===== src/rtl/imem_arbiter.sv =====
// Shares one block-refill memory port between the I-cache (port 0) and the D-cache (port 1).
// IMEM_ARB_RR_EN selects round-robin on contention; otherwise the D-cache wins contention.
module imem_arbiter #(
  parameter int C_BLOCK_SIZE = 2,
  parameter int C_LINE_SIZE  = 32,
  parameter int ADDR_SIZE    = 32,
  localparam int AW = ADDR_SIZE - C_BLOCK_SIZE - 2,
  localparam int BW = (2 ** C_BLOCK_SIZE) * C_LINE_SIZE
) (
  input  logic          a_clk_i,
  input  logic          a_reset_n_i,
  input  logic          p0_read_i,
  input  logic [AW-1:0] p0_addr_i,
  output logic          p0_busywait_o,
  output logic [BW-1:0] p0_read_data_o,
  output logic          p0_read_done_o,
  input  logic          p1_read_i,
  input  logic [AW-1:0] p1_addr_i,
  output logic          p1_busywait_o,
  output logic [BW-1:0] p1_read_data_o,
  output logic          p1_read_done_o,
  output logic          m_read_o,
  output logic [AW-1:0] m_addr_o,
  input  logic          m_busywait_i,
  input  logic [BW-1:0] m_read_data_i,
  input  logic          m_read_done_i
);

  typedef enum logic [1:0] {S_IDLE, S_ISSUE, S_WAIT, S_RESP} state_t;

  state_t state, state_nxt;
  logic   owner;
  logic   any_req;
  logic   grant_sel;
  logic   cap;
  logic   unused_busywait;

  // The memory is sequenced purely by its done pulse; its busy flag carries no extra information.
  assign unused_busywait = m_busywait_i;

  assign any_req = p0_read_i | p1_read_i;
  assign cap     = (state == S_WAIT) & m_read_done_i;

`ifdef IMEM_ARB_RR_EN
  logic last_grant;

  always_comb begin
    grant_sel = p1_read_i;
    if (p0_read_i && p1_read_i) grant_sel = ~last_grant;
  end

  always_ff @(posedge a_clk_i or negedge a_reset_n_i) begin
    if (!a_reset_n_i) begin
      last_grant <= 1'b1;
    end else if (state == S_IDLE && any_req) begin
      last_grant <= grant_sel;
    end
  end
`else
  // Port 1 wins whenever it requests, so it is also the winner under contention.
  always_comb begin
    grant_sel = p1_read_i;
  end
`endif

  always_comb begin
    state_nxt = state;
    case (state)
      S_IDLE:  if (any_req) state_nxt = S_ISSUE;
      S_ISSUE: state_nxt = S_WAIT;
      S_WAIT:  if (m_read_done_i) state_nxt = S_RESP;
      S_RESP:  state_nxt = S_IDLE;
      default: state_nxt = S_IDLE;
    endcase
  end

  always_ff @(posedge a_clk_i or negedge a_reset_n_i) begin
    if (!a_reset_n_i) state <= S_IDLE;
    else              state <= state_nxt;
  end

  always_ff @(posedge a_clk_i or negedge a_reset_n_i) begin
    if (!a_reset_n_i) begin
      owner    <= 1'b0;
      m_read_o <= 1'b0;
      m_addr_o <= '0;
    end else begin
      m_read_o <= (state == S_IDLE) & any_req;
      if (state == S_IDLE && any_req) begin
        owner    <= grant_sel;
        m_addr_o <= grant_sel ? p1_addr_i : p0_addr_i;
      end
    end
  end

  // Data is captured even if the owner has withdrawn; only the done pulse is suppressed.
  always_ff @(posedge a_clk_i or negedge a_reset_n_i) begin
    if (!a_reset_n_i) begin
      p0_read_data_o <= '0;
      p1_read_data_o <= '0;
      p0_read_done_o <= 1'b0;
      p1_read_done_o <= 1'b0;
    end else begin
      p0_read_done_o <= cap & ~owner & p0_read_i;
      p1_read_done_o <= cap &  owner & p1_read_i;
      if (cap && !owner) p0_read_data_o <= m_read_data_i;
      if (cap &&  owner) p1_read_data_o <= m_read_data_i;
    end
  end

  assign p0_busywait_o = p0_read_i & ~((state == S_RESP) & ~owner);
  assign p1_busywait_o = p1_read_i & ~((state == S_RESP) &  owner);

endmodule

===== config.mk =====
export PLATFORM = sky130hd
export DESIGN_NAME = imem_arbiter
export DESIGN_NICKNAME = d
export VERILOG_FILES = /design/src/rtl/imem_arbiter.sv
export SDC_FILE = /design/constraint.sdc
export NUM_CORES = 1
export LEC_CHECK = 0
export CAP_MARGIN = 10
export CORE_AREA = 2 2 184 186
export DETAILED_ROUTE_END_ITERATION = 10
export DIE_AREA = 0 0 186 188
export PLACE_DENSITY = 0.73
export SKIP_LAST_GASP = 1
export SYNTH_ARGS = -nofsm -noshare
export SYNTH_HDL_FRONTEND = slang
export SYNTH_SLANG_ARGS = --single-unit

===== constraint.sdc =====
create_clock -name a_clk_i -period 2.5 [get_ports a_clk_i]
set_clock_uncertainty 0.05 [all_clocks]
set_input_delay 0.25 -clock a_clk_i [delete_from_list [all_inputs] [get_ports a_clk_i]]
set_output_delay 0.25 -clock a_clk_i [all_outputs]
set_load 0.005 [all_outputs]

==> run summary, run 1 <==
area grow syn2layout: 57.2%
end of the critical path: p0_busywait_o
vias in the first global route: 8156
post-synthesis register bit count: 290
Starting Density: 0.337
gr ovfl total: 0
Worst-path clk slew: 0.06 ns
num ports: 479
fin area: 17600 µm²
die area: 35000 µm²
Worst path slowest cell: clkdlybuf4s50_1
global-route wire length before repair: 46.2 mm
Crit Path Class: register to output pin
Num CTS Buffers: 31
Max Fanout on Critical Path: 4
minimum clock period: 2.18 ns
Hold WS: 0.207 ns
Pleak: 7.53 nW
via count: 7596
Setup Fix Bufs, Post-CTS: 0
GPL Wtd Cong: 0.755
TritonCTS Sinks: 290
outcome: complete, no violations
Syn Nets: 883
R2R cell count: 6
Crit path largest cell delay: 0.54 ns
post-CTS sizing: 0
core area: 33100 µm²
Reg-to-Reg End: p0_read_data_o[47]$_DFFE_PN0P_
Cell Rows: 67
H-tree depth: 1
Worst-Margin Slew: 0.573 ns
WP data required: 2.20 ns
CTS Hold Bufs: 2
dpl hpwl: 23.0 mm
fin worst setup slack: 0.316 ns
Post-Syn Area per Cell: 16.2 µm²
Pwr Density: 1260 nW/µm²
post-synth cell types: 18
Post-Route Setup TNS: 0 ns
CTS Root Cell: clkbuf_16
maxcap violations: 0
Max VDD drop: 658 µV
fin cells: 1661
CP Cell Sequence: ha_1 -> a21oi_1 -> clkdlybuf4s50_1
post-route DRC violation count: 0
CTS tree: built
number of nets in the layout: 1384
min-delay worst type: input pin to async pin
Die Y: 188 µm
Worst Setup Start Kind: register
Max-slew headroom: 0.618
Routed wire per std cell: 18.6 µm
arrival time at the worst endpoint: 1.88 ns
Buffers on Ports: 477
largest net degree at the start of global routing: 71
Final Max Tran Viols: 0
Final Hold Viols: 0
Crit. Startpoint: state[1]$_DFFE_PN0P_
DRT iter0 DRCs: 145
setup slack, reg-to-reg: 0.48 ns
Overall Power: 22.0 mW
Ys Warns: 0
DRT Pass-1 Iters: 4
WL final: 30.9 mm
dpl cells: 1604
Final Setup Violations: 0
Area after DPL: 16500 µm²
sequential area share after synthesis: 0.650
RSZ-0062 raised after global routing: false
Syn Inst Count: 690
fraction of layout cells with a size suffix above 1: 0.276
Place WS: 0.389 ns
Chip Width: 186 µm
Vias/cell: 4.57
critical path endpoint category: output pin
GRT Util Overall: 0.171
reg2reg start: state[0]$_DFFE_PN0P_
clock latency on the worst-skew pair: 0.56 ns
antenna viol nets, final: 0
clock buffer depth: 3
Post-Syn Area: 11200 µm²
initial antenna violation count: 1
Final period util: 0.874
Final Core Density: 0.530
fmax: 458 MHz
-- synth_stat cells (all sizes together) --
cell    count  area share
dfrtp     290        0.65
mux2      257        0.26
buf        35       0.031
nand2      29      0.0097
o21ai      29       0.013
mux2i      28       0.025
inv         7      0.0024
clkbuf      3      0.0010
ha          3      0.0034
a21oi       2     0.00090
nand3       2      0.0018
nor2        2     0.00067
a22o        1     0.00078
a32oi       1     0.00078
o22a        1     0.00078
-- cell usage in the layout, fill, tap and decap left out, types with 2 or more instances in the layout --
| master | synthesis | layout |
|---|---|---|
| nand3_4 | 0 | 2 |
| buf_12 | 0 | 13 |
| mux2i_1 | 28 | 28 |
| clkinv_2 | 0 | 2 |
| dfrtp_1 | 290 | 290 |
| clkbuf_1 | 3 | 8 |
| a21oi_1 | 2 | 2 |
| clkbuf_16 | 0 | 31 |
| dlygate4sd3_1 | 0 | 2 |
| clkdlybuf4s50_1 | 0 | 475 |
| clkbuf_8 | 0 | 12 |
| ha_1 | 3 | 3 |
| inv_1 | 7 | 7 |
| mux2_2 | 257 | 257 |
| nand2_1 | 29 | 29 |
| nor2_1 | 2 | 2 |
| o21ai_0 | 27 | 27 |
| buf_4 | 2 | 14 |
-- kinds of logic (layout without fill, tap and decap cells) --
kind of cell	count (synthesis)	after routing	share of synthesized area
muxes	285	285	0.284
and+or+nand+nor	33	33	0.0122
DFF	290	290	0.650
AOI/OAI and AO/OA	34	34	0.0162
other	0	1	0
buffers and inverters	45	567	0.0341
adders and majority gates	3	3	0.00336
-- worst max-delay path: cells and delay by family (launching register included) --
| family | cells | cell delay, ns |
|---|---|---|
| buffers and inverters | 1 | 0.54 |
| flip-flops | 1 | 0.42 |
| adder cells (fa/ha/maj) | 1 | 0.22 |
| AO/OA/AOI/OAI | 1 | 0.15 |
-- registers in the layout, summed over array words and instances, names as in the netlist --
| name | cells |
|---|---|
| m_read_o | 1 |
| state | 2 |
| p1_read_done_o | 1 |
| p0_read_done_o | 1 |
| p0_read_data_o | 128 |
| owner | 1 |
| m_addr_o | 28 |
| p1_read_data_o | 128 |
-- how the worst min path moves through the flow --
stage,cells after the start,endpoint,slack (ns)
after global placement,1,p0_read_data_o[72]$_DFFE_PN0P_,0.21
final,2,p0_read_data_o[72]$_DFFE_PN0P_,0.21
after global routing,2,p0_read_data_o[72]$_DFFE_PN0P_,0.24
after CTS,2,p0_read_data_o[113]$_DFFE_PN0P_,0.21
after detailed placement,1,p0_read_data_o[72]$_DFFE_PN0P_,0.21
after floorplan,0,m_addr_o[0]$_DFFE_PN0P_,-0.1
-- layout make-up --
type	instances	area, µm²
clock buffers	51	971
well taps	448	561
multi-input cells	355	3560
flip-flops and latches	290	7260
diodes	1	2.50
inverters	7	26.3
repair buffers	506	5160
clock inverters	3	18.8
fillers	2714	15600
-- power by group --
| part | total [mW] | switching, mW | internal [mW] |
|---|---|---|---|
| clock | 4.41 | 1.80 | 2.61 |
| combinational | 9.37 | 2.99 | 6.38 |
| sequential | 8.27 | 1.19 | 7.08 |
| total | 22.0 | 5.98 | 16.1 |
-- per-layer routing --
| layer | vias up | global-route usage | routed length (µm) |
|---|---|---|---|
| met1 | 3769 | 0.180 | 11000 |
| met3 | 51 | 0.0656 | 3350 |
| li1 | 3443 | - | - |
| met2 | 333 | 0.311 | 15800 |
| met5 | - | 0 | 0 |
| met4 | 0 | 0.0497 | 722 |
Note: power is estimated with default switching activity, not from simulation.
==> run 2: changes to the inputs <==
--- a/config.mk
+++ b/config.mk
@@ -11,6 +11,7 @@
 export DIE_AREA = 0 0 186 188
 export PLACE_DENSITY = 0.73
 export SKIP_LAST_GASP = 1
+export SLEW_MARGIN = 20
 export SYNTH_ARGS = -nofsm -noshare
 export SYNTH_HDL_FRONTEND = slang
 export SYNTH_SLANG_ARGS = --single-unit
==> results of run 2 <==
Final layout, timing and power as in run 1 (identical DEF).
